==> src/rtl/clint_pkg.sv <==
// clint_pkg: CLINT address map, command encoding and initiator FSM states.
package clint_pkg;
  localparam logic [15:0] MSIP_BASE     = 16'h0000;
  localparam logic [15:0] MTIMECMP_BASE = 16'h4000;
  localparam logic [15:0] MTIME_LO_ADDR = 16'hBFF8;
  localparam logic [15:0] MTIME_HI_ADDR = 16'hBFFC;
  typedef enum logic [1:0] {
    OP_SET_MSIP   = 2'd0,
    OP_CLR_MSIP   = 2'd1,
    OP_ARM_TIMER  = 2'd2,
    OP_READ_MTIME = 2'd3
  } op_e;
  typedef enum logic [3:0] {
    S_IDLE, S_MSIP_WR, S_RD_HI1, S_RD_LO, S_RD_HI2,
    S_CMP_HI_MAX, S_CMP_LO, S_CMP_HI, S_DONE
  } state_e;
endpackage

==> src/rtl/clint_bus_xfer.sv <==
// clint_bus_xfer: one CLINT bus access; request is latched on i_start and held until ready.
module clint_bus_xfer #(
  parameter int ADDR_W = 16,
  parameter int DATA_W = 32
) (
  input  logic                clk,
  input  logic                reset,
  input  logic                i_start,
  input  logic [ADDR_W-1:0]   i_addr,
  input  logic [DATA_W-1:0]   i_wdata,
  input  logic [DATA_W/8-1:0] i_wstrb,
  output logic                o_done,
  output logic                o_valid,
  output logic [ADDR_W-1:0]   o_address,
  output logic [DATA_W-1:0]   o_wdata,
  output logic [DATA_W/8-1:0] o_wstrb,
  input  logic                i_ready
);
  logic                r_valid;
  logic [ADDR_W-1:0]   r_address;
  logic [DATA_W-1:0]   r_wdata;
  logic [DATA_W/8-1:0] r_wstrb;
  always_ff @(posedge clk or negedge reset)
    if (!reset) begin
      r_valid   <= 1'b0;
      r_address <= '0;
      r_wdata   <= '0;
      r_wstrb   <= '0;
    end else if (i_start) begin
      r_valid   <= 1'b1;
      r_address <= i_addr;
      r_wdata   <= i_wdata;
      r_wstrb   <= i_wstrb;
    end else if (r_valid && i_ready) begin
      r_valid <= 1'b0;
    end
  // Combinational completion lets the FSM restart on the next edge, giving a one-cycle valid gap.
  assign o_done    = r_valid && i_ready;
  assign o_valid   = r_valid;
  assign o_address = r_address;
  assign o_wdata   = r_wdata;
  assign o_wstrb   = r_wstrb;
endmodule

==> src/rtl/clint_initiator.sv <==
// clint_initiator: turns MSIP / timer-arm / mtime-read commands into CLINT bus accesses.
module clint_initiator
  import clint_pkg::*;
#(
  parameter  int ADDR_W  = 16,
  parameter  int DATA_W  = 32,
  parameter  int N_CORES = 1,
  localparam int HW      = (N_CORES > 1) ? $clog2(N_CORES) : 1
) (
  input  logic                clk,
  input  logic                reset,
  input  logic                cmd_valid,
  output logic                cmd_ready,
  input  logic [1:0]          cmd_op,
  input  logic [HW-1:0]       cmd_hart,
  input  logic [63:0]         cmd_delta,
  output logic                rsp_valid,
  output logic [63:0]         rsp_data,
  output logic                busy,
  output logic                valid,
  output logic [ADDR_W-1:0]   address,
  output logic [DATA_W-1:0]   wdata,
  output logic [DATA_W/8-1:0] wstrb,
  input  logic [DATA_W-1:0]   rdata,
  input  logic                ready
);
  state_e              r_state;
  op_e                 r_op;
  logic [HW-1:0]       r_hart;
  logic [63:0]         r_delta;
  logic [63:0]         r_target;
  logic [DATA_W-1:0]   r_hi1;
  logic [DATA_W-1:0]   r_lo;
  logic                r_start;
  logic                r_cmd_ready;
  logic                r_rsp_valid;
  logic [63:0]         r_rsp_data;
  logic                w_done;
  logic                w_bad_hart;
  logic [63:0]         w_mtime;
  logic [ADDR_W-1:0]   w_msip;
  logic [ADDR_W-1:0]   w_cmp_lo;
  logic [ADDR_W-1:0]   w_cmp_hi;
  logic [ADDR_W-1:0]   w_addr;
  logic [DATA_W-1:0]   w_wdata;
  logic [DATA_W/8-1:0] w_wstrb;
  assign w_bad_hart = 32'(cmd_hart) >= 32'(N_CORES);
  assign w_mtime    = {r_hi1, r_lo};
  assign w_msip     = ADDR_W'(MSIP_BASE) + (ADDR_W'(r_hart) << 2);
  assign w_cmp_lo   = ADDR_W'(MTIMECMP_BASE) + (ADDR_W'(r_hart) << 3);
  assign w_cmp_hi   = w_cmp_lo + ADDR_W'(4);
  always_comb begin
    w_addr  = w_cmp_hi;
    w_wdata = '0;
    w_wstrb = '0;
    case (r_state)
      S_MSIP_WR: begin
        w_addr  = w_msip;
        w_wdata = DATA_W'(r_op == OP_SET_MSIP);
        w_wstrb = '1;
      end
      S_RD_HI1, S_RD_HI2: w_addr = ADDR_W'(MTIME_HI_ADDR);
      S_RD_LO:            w_addr = ADDR_W'(MTIME_LO_ADDR);
      S_CMP_HI_MAX: begin
        w_wdata = '1;
        w_wstrb = '1;
      end
      S_CMP_LO: begin
        w_addr  = w_cmp_lo;
        w_wdata = r_target[DATA_W-1:0];
        w_wstrb = '1;
      end
      S_CMP_HI: begin
        w_wdata = r_target[2*DATA_W-1:DATA_W];
        w_wstrb = '1;
      end
      default: ;
    endcase
  end
  always_ff @(posedge clk or negedge reset)
    if (!reset) begin
      r_state     <= S_IDLE;
      r_op        <= OP_SET_MSIP;
      r_hart      <= '0;
      r_delta     <= '0;
      r_target    <= '0;
      r_hi1       <= '0;
      r_lo        <= '0;
      r_start     <= 1'b0;
      r_cmd_ready <= 1'b0;
      r_rsp_valid <= 1'b0;
      r_rsp_data  <= '0;
    end else begin
      r_start     <= 1'b0;
      r_rsp_valid <= 1'b0;
      case (r_state)
        S_IDLE: begin
          r_cmd_ready <= 1'b1;
          if (cmd_valid && r_cmd_ready) begin
            r_op        <= op_e'(cmd_op);
            r_hart      <= cmd_hart;
            r_delta     <= cmd_delta;
            r_cmd_ready <= 1'b0;
            if (w_bad_hart) begin
              r_state     <= S_DONE;
              r_rsp_valid <= 1'b1;
              r_rsp_data  <= '1;
            end else begin
              // op[1] selects the mtime-based commands (ARM_TIMER, READ_MTIME)
              r_state <= cmd_op[1] ? S_RD_HI1 : S_MSIP_WR;
              r_start <= 1'b1;
            end
          end
        end
        S_MSIP_WR: if (w_done) begin
          r_state     <= S_DONE;
          r_rsp_valid <= 1'b1;
          r_rsp_data  <= 64'(r_op == OP_SET_MSIP);
        end
        S_RD_HI1: if (w_done) begin
          r_hi1   <= rdata;
          r_state <= S_RD_LO;
          r_start <= 1'b1;
        end
        S_RD_LO: if (w_done) begin
          r_lo    <= rdata;
          r_state <= S_RD_HI2;
          r_start <= 1'b1;
        end
        S_RD_HI2: if (w_done) begin
          if (rdata != r_hi1) begin
            r_hi1   <= rdata;
            r_state <= S_RD_LO;
            r_start <= 1'b1;
          end else if (r_op == OP_READ_MTIME) begin
            r_state     <= S_DONE;
            r_rsp_valid <= 1'b1;
            r_rsp_data  <= w_mtime;
          end else begin
            r_target <= w_mtime + r_delta;
            r_state  <= S_CMP_HI_MAX;
            r_start  <= 1'b1;
          end
        end
        // Parking MTIMECMP_HI at all-ones first keeps a half-written compare from firing early.
        S_CMP_HI_MAX: if (w_done) begin
          r_state <= S_CMP_LO;
          r_start <= 1'b1;
        end
        S_CMP_LO: if (w_done) begin
          r_state <= S_CMP_HI;
          r_start <= 1'b1;
        end
        S_CMP_HI: if (w_done) begin
          r_state     <= S_DONE;
          r_rsp_valid <= 1'b1;
          r_rsp_data  <= r_target;
        end
        S_DONE: begin
          r_state     <= S_IDLE;
          r_cmd_ready <= 1'b1;
        end
        default: r_state <= S_IDLE;
      endcase
    end
  assign cmd_ready = r_cmd_ready;
  assign rsp_valid = r_rsp_valid;
  assign rsp_data  = r_rsp_data;
  assign busy      = r_state != S_IDLE;
  clint_bus_xfer #(.ADDR_W(ADDR_W), .DATA_W(DATA_W)) u_xfer (
    .clk      (clk),
    .reset    (reset),
    .i_start  (r_start),
    .i_addr   (w_addr),
    .i_wdata  (w_wdata),
    .i_wstrb  (w_wstrb),
    .o_done   (w_done),
    .o_valid  (valid),
    .o_address(address),
    .o_wdata  (wdata),
    .o_wstrb  (wstrb),
    .i_ready  (ready)
  );
endmodule

==> config.mk <==
export PLATFORM = sky130hd
export DESIGN_NAME = clint_initiator
export DESIGN_NICKNAME = d
export VERILOG_FILES = /design/src/rtl/clint_pkg.sv /design/src/rtl/clint_bus_xfer.sv /design/src/rtl/clint_initiator.sv
export SDC_FILE = /design/constraint.sdc
export NUM_CORES = 1
export LEC_CHECK = 0
export CELL_PAD_IN_SITES_DETAIL_PLACEMENT = 1
export CELL_PAD_IN_SITES_GLOBAL_PLACEMENT = 1
export CORE_UTILIZATION = 40
export DETAILED_ROUTE_END_ITERATION = 7
export HOLD_SLACK_MARGIN = 0.05
export PLACE_DENSITY_LB_ADDON = 0.1
export SYNTH_ARGS = -nofsm -noshare
export SYNTH_HDL_FRONTEND = slang
export SYNTH_SLANG_ARGS = --single-unit
==> constraint.sdc <==
create_clock -name clk -period 4.4 [get_ports clk]
set_clock_uncertainty 0.15 [all_clocks]
set_input_delay 0.44 -clock clk [delete_from_list [all_inputs] [get_ports clk]]
set_output_delay 0.44 -clock clk [all_outputs]
set_load 0.01 [all_outputs]
# Yosys cells after proc, flatten, opt, wreduce, memory -nomap -nowiden
# Cells that the tools add are included.
word_totals:
  in_bits: 103
  output_inout_bits: 120
  memories: 0
  wordCells: 107
  ramBits: 0
  reg_bits: 319
  latch_bits: 0
  mem_bits_ro: 0
op_classes:
  div: 0
  magnitude_cmp: 1
  n_eq_ne: 23
  n_mul: 0
  n_reduce_logical: 19
  shifts: 0
  n_mux: 44
  addsub: 3
  bitwise: 2
op_table:
  columns: ["cell", "count"]
  rows:
  - ["$mux W64", 7]
  - ["$pmux W64 S4", 1]
  - ["$pmux W32 S4", 1]
  - ["$mux W32", 3]
  - ["$add A64 B64 Y64", 1]
  - ["$pmux W16 S4", 1]
  - ["$pmux W32 S2", 1]
  - ["$mux W4", 11]
  - ["$ne A32 B32 Y1", 1]
  - ["$pmux W4 S7", 1]
  - ["$add A15 B4 Y16 const A", 1]
  - ["$add A16 B3 Y16 const B", 1]
  - ["$eq A4 B3 Y1 const B", 4]
  - ["$ne A2 B1 Y1 const B", 8]
  - ["$mux W1", 14]
  - ["$ne A2 B2 Y1 const B", 5]
  - ["$eq A4 B2 Y1 const B", 2]
  - ["$reduce_and A4 Y1", 2]
  - ["$reduce_and A8 Y1", 1]
  - ["$reduce_bool A4 Y1", 2]
  - ["$reduce_or A4 Y1", 2]
  - ["$reduce_and A7 Y1", 1]
  - ["$pmux W1 S3", 2]
  - ["$reduce_bool A2 Y1", 3]
  - ["12 further kinds", 16]

# Longest topological paths before layout
# Gate-level depths: netlist of run 1.
depth:
  word_depth: 5
  depth_mapped: 11
  mapped_depth_nobuf: 11

# Hierarchy
# A second synthesis of run 1 with hierarchy kept.
unflattened:
  hier_cells: 1680
  area_unflattened_um2: 17181.5
by_module_without_submodules:
  columns: ["module", "cells_each", "area_each_um2", "instances"]
  rows:
  - ["clint_initiator", 1566, 14956.8, 1]
  - ["clint_bus_xfer", 114, 2224.6, 1]

# Least setup slack after synthesis of run 1
# OpenSTA, ideal clock, no wires.
synth_timing:
  kind: "reg2reg"
  startpoint: "register r_lo[19]"
  endpoint: "register r_target[53]"
  n_path_buf: 1
  required_ns: 4.181
  path_stages_with_launch: 12
  arrival_ns: 2.898
  period_less_slack_ns: 3.117
  setup_slack_ns: 1.283
  path_cell_list: "dfrtp_1 -> ha_1 -> buf_2 -> nand4_2 -> or4_4 -> or4_4 -> o22ai_2 -> o2111ai_2 -> nand2_2 -> a21oi_2 -> or4_1 -> nand3_1"
synth_between:
  elab_chain_cells: 1
synth_lines:
  columns: ["item", "line", "rtl"]
  rows:
  - ["start, declared", "clint_initiator.sv:33", "logic [DATA_W-1:0] r_lo;"]
  - ["start signal, assigned", "clint_initiator.sv:126", "r_lo <= rdata;"]
  - ["$add A64 B64 Y64", "clint_initiator.sv:140", "r_target <= w_mtime + r_delta;"]
  - ["end signal, assigned", "clint_initiator.sv:140", null]
  - ["end, declared", "clint_initiator.sv:31", "logic [63:0] r_target;"]
# Every way passes these cells.
# A chain may end at the register's enable or synchronous reset.

# Final worst setup path of run 1
layout_timing:
  startpoint: "register r_hi1[0]"
  endpoint: "register r_target[62]"
layout_between:
  elab_chain_cells: 3
  elab_cells_between_ends: 4
  cone_classes: "add/sub: 1; eq/ne: 1; bitwise: 1; reduce/logical: 1"
layout_lines:
  columns: ["item", "line", "rtl"]
  rows:
  - ["start, declared", "clint_initiator.sv:32", "logic [DATA_W-1:0] r_hi1;"]
  - ["start signal, assigned", "clint_initiator.sv:121", "r_hi1 <= rdata;"]
  - ["start signal, assigned", "clint_initiator.sv:132", "r_hi1 <= rdata;"]
  - ["parallel branches: the longest is 3 deep, another holds $add A64 B64 Y64", null, null]
# Several ways; the timed one is not identified.

==> metrics.txt, run 1 <==
# TYPE chip_impl_metric gauge
chip_impl_info{name="hold_class",value="in2reg"} 1
chip_impl_metric{name="slew_headroom",unit=""} 0.350
chip_impl_metric{name="wl_per_cell",unit="um"} 25.3
chip_impl_metric{name="routed-via-count",unit=""} 14234
chip_impl_metric{name="number_of_maximum_capacitance_constraint_violations",unit=""} 0
chip_impl_metric{name="fin_util",unit=""} 0.502
chip_impl_metric{name="ant_nets",unit=""} 0
chip_impl_metric{name="yosys_register_bits",unit=""} 304
chip_impl_info{name="worstSetupStartpointType",value="flip-flop"} 1
chip_impl_metric{name="post_layout_nets",unit=""} 2049
chip_impl_metric{name="chipWidth",unit="um"} 205
chip_impl_metric{name="power-per-cell-area",unit="nW/um^2"} 757
chip_impl_metric{name="final-seq-area",unit="sq um"} 7610
chip_impl_metric{name="finalWorstPathRequiredPeriod",unit="ns"} 3.97
chip_impl_metric{name="grt_overflow",unit=""} 0
chip_impl_metric{name="drt_drc_violations_left",unit=""} 0
chip_impl_metric{name="switching_share",unit=""} 0.434
chip_impl_metric{name="share_seq_of_total_power",unit=""} 0.303
chip_impl_info{name="layout.cells.most_common",value="dfrtp_1"} 1
chip_impl_metric{name="finalHoldViolations",unit=""} 0
chip_impl_metric{name="post-route-period-util",unit=""} 0.902
chip_impl_metric{name="power.static_leakage",unit="nW"} 8.72
chip_impl_metric{name="grt_max_degree",unit=""} 99
chip_impl_metric{name="power_switching",unit="W"} 0.00674
chip_impl_info{name="grt_setup_unrepaired",value="false"} 1
chip_impl_info{name="worstPathCellList",value="ha_1 -> a21oi_1 -> a21boi_0 -> o41ai_1 -> o21ai_0 -> a21oi_1 -> a21oi_1 -> a2111oi_2 -> nor4_1 -> a211o_1"} 1
chip_impl_metric{name="place_congestion",unit=""} 0.941
chip_impl_metric{name="cts_htree_levels",unit=""} 2
chip_impl_metric{name="total_routed_wirelength",unit="um"} 61700
chip_impl_metric{name="synthesis.instances",unit=""} 1710
chip_impl_metric{name="wire_length_of_the_first_global_routing_pass",unit="um"} 92500
chip_impl_info{name="critical_path.endpoint_type",value="flip-flop"} 1
chip_impl_metric{name="die_height",unit="um"} 205
chip_impl_info{name="status",value="finished, final reports clean"} 1
chip_impl_metric{name="clock_latency",unit="ns"} 0.57
chip_impl_metric{name="grt_pass1_vias",unit=""} 14304
chip_impl_metric{name="row_count",unit=""} 74
chip_impl_metric{name="worst-path-max-fanout",unit=""} 7
chip_impl_metric{name="synthToLayoutAreaGrowth",unit="%"} 24.0
chip_impl_metric{name="layout-drive-gt1-share",unit=""} 0.130
chip_impl_metric{name="async_flop_share",unit=""} 1.00
chip_impl_metric{name="vdd_ir_drop_max",unit="V"} 0.000381
chip_impl_metric{name="antenna_found_initial",unit=""} 0
chip_impl_metric{name="worst_setup_hold_path_clk_slew",unit="ns"} 0.06
chip_impl_metric{name="drt_iter0_markers",unit=""} 782
chip_impl_metric{name="internal_power",unit="W"} 0.00879
chip_impl_metric{name="avgSynthCellArea",unit="sq um"} 9.67
chip_impl_metric{name="clock-sinks",unit=""} 304
chip_impl_info{name="layout.cells.most_common_list",value="304 x dfrtp_1, 219 x clkdlybuf4s50_1, 190 x nand2_1"} 1
chip_impl_metric{name="dr.pass1.iters",unit=""} 5
chip_impl_metric{name="area_share_of_the_leading_cell_type_in_the_synthesized_netlist",unit=""} 0.460
chip_impl_metric{name="fill_cells",unit=""} 4539
chip_impl_metric{name="multi_input_comb_area",unit="sq um"} 8260
chip_impl_metric{name="critical_path_data_arrival_time",unit="ns"} 4.25
chip_impl_metric{name="fmax",unit="GHz"} 0.252
chip_impl_metric{name="critical_path.max_stage_delay",unit="ns"} 0.56
chip_impl_metric{name="antenna_cells_inserted",unit=""} 0
chip_impl_metric{name="io_port_bufs",unit=""} 220
chip_impl_metric{name="cts.path.max_buffers",unit=""} 3
chip_impl_info{name="critPathKind",value="reg2reg"} 1
chip_impl_metric{name="crit_required",unit="ns"} 4.68
chip_impl_metric{name="avgViaCountPerCell",unit=""} 5.83
chip_impl_info{name="synth_top_cells_by_area",value="dfrtp_1 46%, mux2_2 9.1%, o21ai_0 5.1%"} 1
chip_impl_metric{name="syn_area",unit="sq um"} 16500
chip_impl_metric{name="slew_violations",unit=""} 0
chip_impl_metric{name="final.setup.tns",unit="ns"} 0
chip_impl_info{name="cts_tree",value="done"} 1
chip_impl_metric{name="floorplan.die_area",unit="sq um"} 42200
chip_impl_info{name="cts_root_cell",value="clkbuf_16"} 1
chip_impl_metric{name="postCtsSetupBuffers",unit=""} 0
chip_impl_info{name="synth.largest_area_cell",value="dfrtp_1"} 1
chip_impl_metric{name="numCtsBuffers",unit=""} 37
chip_impl_metric{name="synth_enable_flop_cells",unit=""} 0
chip_impl_metric{name="seq_area_frac_synth",unit=""} 0.460
chip_impl_metric{name="ports",unit=""} 223
chip_impl_metric{name="number_of_distinct_library_cells_after_synthesis",unit=""} 70
chip_impl_metric{name="worst_slew_pin_slew",unit="ns"} 0.975
chip_impl_metric{name="setup_viol_count_final",unit=""} 0
chip_impl_info{name="critical_path.most_common_cell",value="a21oi_1"} 1
chip_impl_metric{name="detailedPlacementHpwl",unit="um"} 46700
chip_impl_metric{name="p_clk_frac",unit=""} 0.202
chip_impl_info{name="critPathSlowestCell",value="a2111oi_2"} 1
chip_impl_metric{name="comb_power_share",unit=""} 0.495
chip_impl_info{name="synth-main-ff-cell",value="dfrtp_1"} 1
chip_impl_metric{name="placeableCoreArea",unit="sq um"} 40800
chip_impl_metric{name="synthesis.yosys.warnings",unit=""} 0
chip_impl_metric{name="start_util",unit=""} 0.405
chip_impl_metric{name="gr-usage-all-layers",unit=""} 0.297
-- synth_stat cells, drive strengths merged (2+ instances only) --
library cell / instances
a21oi: 89
o21ba: 2
nor4: 6
xor2: 28
and3: 8
a211o: 5
o21bai: 13
and4: 2
o211ai: 3
ha: 63
nand2: 191
o41a: 2
o31ai: 7
o2111ai: 4
nand3: 21
a41oi: 3
xnor2: 62
o22ai: 37
mux2i: 4
mux2: 134
nor2b: 7
a211oi: 5
nor3b: 3
and2: 6
buf: 28
nor3: 20
inv: 50
nor2: 121
dfrtp: 304
o21ai: 170
or4: 5
a31oi: 70
o41ai: 2
or3: 4
clkbuf: 95
a21boi: 8
a2111oi: 2
o21a: 6
nand2b: 8
a221oi: 35
or4b: 3
nand4: 27
a21o: 33
-- per-layer routing --
layer | up-vias | part of all wire | track usage | wire (um)
li1 | 6506 | - | - | -
met1 | 7281 | 0.47 | 0.428 | 29000
met2 | 390 | 0.47 | 0.478 | 28700
met3 | 57 | 0.046 | 0.0339 | 2830
met4 | 0 | 0.017 | 0.0677 | 1060
met5 | - | 0 | 0 | 0
-- through the flow --
step                power, W  setup WS [ns]  std cells  cell area, sq um  hold WS, ns
floorplan            0.00905           1.28       1711             16500     -0.00559
global placement      0.0122          0.401       2374             19300        0.339
detailed placement    0.0123          0.318       2374             19300        0.355
CTS                   0.0155          0.493       2441             20500        0.320
global route          0.0164          0.272       2441             20500        0.330
finish                0.0155          0.430       2441             20500        0.341
-- critical path: cells and delay by family, from the launching register on --
family	cells	cell delay (ns)
compound gates	8	2.61
flops	1	0.51
simple gates	1	0.11
fa+ha+maj	1	0.45
-- power groups by stage --
stage                     registers, W  logic, W  clock network (W)
after floorplan                0.00438   0.00467                  0
after global placement         0.00470   0.00747                  0
after detailed placement       0.00472   0.00759                  0
after CTS                      0.00469   0.00764            0.00320
after global routing           0.00478   0.00837            0.00329
final                          0.00470   0.00769            0.00314
-- cell families after synthesis --
| group | synth area share |
|---|---|
| compound gates | 0.189 |
| xor+xnor | 0.0477 |
| fa+ha+maj | 0.0489 |
| buf+inv | 0.0431 |
| flops | 0.460 |
| mux | 0.0937 |
| other cells | 0.000227 |
| simple gates | 0.117 |
-- flip-flops by register name, summed over array words and instances, names as in the netlist --
signal / flops
u_xfer.o_wstrb: 1
rsp_data: 64
r_delta: 64
r_target: 64
u_xfer.o_address: 4
r_start: 1
r_hart: 1
u_xfer.o_valid: 1
u_xfer.o_wdata: 32
cmd_ready: 1
r_hi1: 32
r_op: 2
r_lo: 32
r_state: 4
rsp_valid: 1
-- final timing paths --
path                            slack, ns      endpoint          start  cells past startpoint
worst max-delay path                 0.43  r_target[62]       r_hi1[0]                     10
worst min-delay path                 0.34   r_delta[27]  cmd_delta[27]                      2
max in group asynchronous            2.73   r_delta[46]          reset                      3
worst max register to register       0.43  r_target[62]       r_hi1[0]                     10
min in group asynchronous            0.35       r_op[0]          reset                      2
worst min register to register       0.36  r_target[60]   r_target[60]                      2
-- timing repair --
item	in CTS	in global routing
hold endpoints to repair	94	0
hold buffers	1	0
resized for setup	0	0
-- layout make-up --
| cell class | count | area share |
|---|---|---|
| clock inverter | 10 | 0.00616 |
| tap | 532 | 0.0325 |
| inverter | 50 | 0.00915 |
| sequential | 304 | 0.371 |
| timing repair buffer | 255 | 0.124 |
| clock buffer | 56 | 0.0545 |
| multi-input combinational | 1234 | 0.403 |
(Power assumes the default switching activity.)
==> run 2, diff against run 1 <==
--- a/config.mk
+++ b/config.mk
@@ -11,6 +11,7 @@
 export DETAILED_ROUTE_END_ITERATION = 7
 export HOLD_SLACK_MARGIN = 0.05
 export PLACE_DENSITY_LB_ADDON = 0.1
+export SLEW_MARGIN = 25
 export SYNTH_ARGS = -nofsm -noshare
 export SYNTH_HDL_FRONTEND = slang
 export SYNTH_SLANG_ARGS = --single-unit
==> results of run 2 <==
Final layout, timing and power as in run 1 (identical DEF).
==> run 3, diff against run 2 <==
--- a/config.mk
+++ b/config.mk
@@ -7,7 +7,7 @@
 export LEC_CHECK = 0
 export CELL_PAD_IN_SITES_DETAIL_PLACEMENT = 1
 export CELL_PAD_IN_SITES_GLOBAL_PLACEMENT = 1
-export CORE_UTILIZATION = 40
+export CORE_UTILIZATION = 39
 export DETAILED_ROUTE_END_ITERATION = 7
 export HOLD_SLACK_MARGIN = 0.05
 export PLACE_DENSITY_LB_ADDON = 0.1
==> constraint.sdc (replaced) <==
create_clock -name clk -period 3.6 [get_ports clk]
set_clock_uncertainty 0.15 [all_clocks]
set_input_delay 0.36 -clock clk [delete_from_list [all_inputs] [get_ports clk]]
set_output_delay 0.36 -clock clk [all_outputs]
set_load 0.01 [all_outputs]
==> metrics.txt, run 3 (synthesis gave the netlist of run 1 again) <==
# TYPE chip_impl_metric gauge
chip_impl_metric{name="ports",unit=""} 223
chip_impl_metric{name="internal_power",unit="W"} 0.0113
chip_impl_metric{name="met1Wirelength",unit="um"} 30400
chip_impl_metric{name="synthToLayoutAreaGrowth",unit="%"} 29.1
chip_impl_info{name="status",value="finished, final reports clean"} 1
chip_impl_metric{name="crit_required",unit="ns"} 3.93
chip_impl_metric{name="switching_share",unit=""} 0.427
chip_impl_metric{name="dr.pass1.iters",unit=""} 5
chip_impl_info{name="critPathKind",value="reg2reg"} 1
chip_impl_metric{name="place_congestion",unit=""} 0.897
chip_impl_metric{name="ant_nets",unit=""} 0
chip_impl_metric{name="finalWorstPathRequiredPeriod",unit="ns"} 3.48
chip_impl_metric{name="grt_max_degree",unit=""} 89
chip_impl_metric{name="number_of_maximum_capacitance_constraint_violations",unit=""} 0
chip_impl_metric{name="power_switching",unit="W"} 0.00838
chip_impl_metric{name="total_routed_wirelength",unit="um"} 63900
chip_impl_metric{name="start_util",unit=""} 0.395
chip_impl_metric{name="setup_viol_count_final",unit=""} 0
chip_impl_metric{name="grt_pass1_vias",unit=""} 14816
chip_impl_metric{name="post_layout_nets",unit=""} 2147
chip_impl_info{name="critical_path.endpoint_type",value="flip-flop"} 1
chip_impl_metric{name="comb_power_share",unit=""} 0.514
chip_impl_metric{name="postCtsSetupBuffers",unit=""} 0
chip_impl_metric{name="worst_slew_pin_slew",unit="ns"} 0.842
chip_impl_metric{name="drt_drc_violations_left",unit=""} 0
chip_impl_metric{name="hold_slack",unit="ns"} 0.260
chip_impl_info{name="layout.cells.most_common_list",value="304 x dfrtp_1, 219 x clkdlybuf4s50_1, 190 x nand2_1"} 1
chip_impl_metric{name="slew_violations",unit=""} 0
chip_impl_info{name="worstSetupStartpointType",value="flip-flop"} 1
chip_impl_metric{name="wl_per_cell",unit="um"} 25.1
chip_impl_metric{name="grt_overflow",unit=""} 0
chip_impl_metric{name="antenna_cells_inserted",unit=""} 0
chip_impl_metric{name="clock_latency",unit="ns"} 0.56
chip_impl_metric{name="routed-via-count",unit=""} 14549
chip_impl_metric{name="worst_setup_hold_path_clk_slew",unit="ns"} 0.06
chip_impl_metric{name="clock-sinks",unit=""} 304
chip_impl_info{name="cts_root_cell",value="clkbuf_16"} 1
chip_impl_metric{name="placeableCoreArea",unit="sq um"} 41900
chip_impl_metric{name="numCtsBuffers",unit=""} 36
chip_impl_metric{name="smallest_setup_slack_after_layout",unit="ns"} 0.122
chip_impl_info{name="cts_tree",value="done"} 1
chip_impl_metric{name="fin_util",unit=""} 0.510
chip_impl_metric{name="detailedPlacementHpwl",unit="um"} 48700
chip_impl_metric{name="power-per-cell-area",unit="nW/um^2"} 920
chip_impl_metric{name="row_count",unit=""} 75
chip_impl_metric{name="cts.path.max_buffers",unit=""} 3
chip_impl_metric{name="post-route-period-util",unit=""} 0.966
chip_impl_metric{name="die_height",unit="um"} 208
chip_impl_info{name="topRoutingLayerUsed",value="met4"} 1
chip_impl_metric{name="p_clk_frac",unit=""} 0.198
chip_impl_metric{name="layout-drive-gt1-share",unit=""} 0.178
chip_impl_metric{name="drt_iter0_markers",unit=""} 925
chip_impl_metric{name="final.setup.tns",unit="ns"} 0
chip_impl_metric{name="gr-usage-all-layers",unit=""} 0.297
chip_impl_metric{name="met2_wirelength",unit="um"} 29300
chip_impl_metric{name="power.static_leakage",unit="nW"} 9.23
chip_impl_metric{name="final-seq-area",unit="sq um"} 7610
chip_impl_metric{name="dp_slack",unit="ns"} -0.233
chip_impl_metric{name="worst-path-max-fanout",unit=""} 6
chip_impl_metric{name="vdd_ir_drop_max",unit="V"} 0.000525
chip_impl_info{name="layout.cells.most_common",value="dfrtp_1"} 1
chip_impl_metric{name="io_port_bufs",unit=""} 220
chip_impl_metric{name="finalHoldViolations",unit=""} 0
chip_impl_metric{name="floorplan.die_area",unit="sq um"} 43200
chip_impl_metric{name="dr_wl_met3",unit="um"} 2560
chip_impl_metric{name="cts_htree_levels",unit=""} 2
chip_impl_metric{name="slew_headroom",unit=""} 0.439
chip_impl_metric{name="avgViaCountPerCell",unit=""} 5.72
chip_impl_metric{name="critical_path_data_arrival_time",unit="ns"} 3.81
chip_impl_metric{name="share_seq_of_total_power",unit=""} 0.288
chip_impl_metric{name="chipWidth",unit="um"} 208
chip_impl_metric{name="fmax",unit="GHz"} 0.288
chip_impl_info{name="hold_class",value="in2reg"} 1
chip_impl_metric{name="multi_input_comb_area",unit="sq um"} 8290
chip_impl_metric{name="wire_length_of_the_first_global_routing_pass",unit="um"} 96800
chip_impl_metric{name="fill_cells",unit=""} 4708
chip_impl_metric{name="antenna_found_initial",unit=""} 2
run 3: cell type report:
type                            count  area share
Multi-Input combinational cell   1234       0.389
Sequential cell                   304       0.356
Timing Repair Buffer              354       0.157
Clock buffer                       45      0.0467
Tap cell                          539      0.0316
Clock inverter                     19      0.0107
Inverter                           50     0.00880
run 3: path summary, 6_finish.rpt:
path	slack [ns]	startpoint	to	depth (start not counted)
worst max register to register	0.12	r_lo[16]	r_target[63]	12
worst max-delay path	0.12	r_lo[16]	r_target[63]	12
worst min register to register	0.37	r_delta[57]	r_delta[57]	1
max in group asynchronous	2.11	reset	rsp_data[17]	3
min in group asynchronous	0.28	reset	u_xfer.o_address[13]	2
worst min-delay path	0.26	cmd_delta[25]	r_delta[25]	2
run 3: critical path, cell delays in order (launching register included):
cell	delay, ns
dfrtp_1	0.45
ha_1	0.45
a21oi_1	0.13
o21ai_0	0.39
o211ai_1	0.14
o311ai_1	0.13
a21oi_1	0.10
buf_4	0.16
o41a_1	0.42
buf_4	0.18
o2111a_1	0.25
a2111o_1	0.34
a21oi_1	0.11
run 3: power groups by stage:
stage	Combinational [W]	Clock, W	Sequential (W)
finish	0.0101	0.00389	0.00566
detailed placement	0.00992	0	0.00571
global route	0.0109	0.00408	0.00578
CTS	0.00999	0.00396	0.00566
global placement	0.00977	0	0.00566
floorplan	0.00570	0	0.00536
run 3: metrics by stage:
stage / instance area [sq um] / cells / power, W
after global placement: 20100 / 2480 / 0.0154
after CTS: 21300 / 2545 / 0.0196
after floorplan: 16500 / 1711 / 0.0111
after global routing: 21300 / 2545 / 0.0207
final: 21300 / 2545 / 0.0196
after detailed placement: 20100 / 2480 / 0.0156
run 3: what timing repair did:
item                                    CTS  global route
hold endpoints to repair                 84             0
hold buffers                              1             0
pin swaps                                 0             1
endpoints found under the setup margin    1             7
gates resized for setup                   1            11
run 3: metal layers:
metal / vias up / track usage
met5: - / 0
met4: 0 / 0.0766
met3: 76 / 0.0385
met2: 352 / 0.467
met1: 7437 / 0.431
li1: 6684 / -
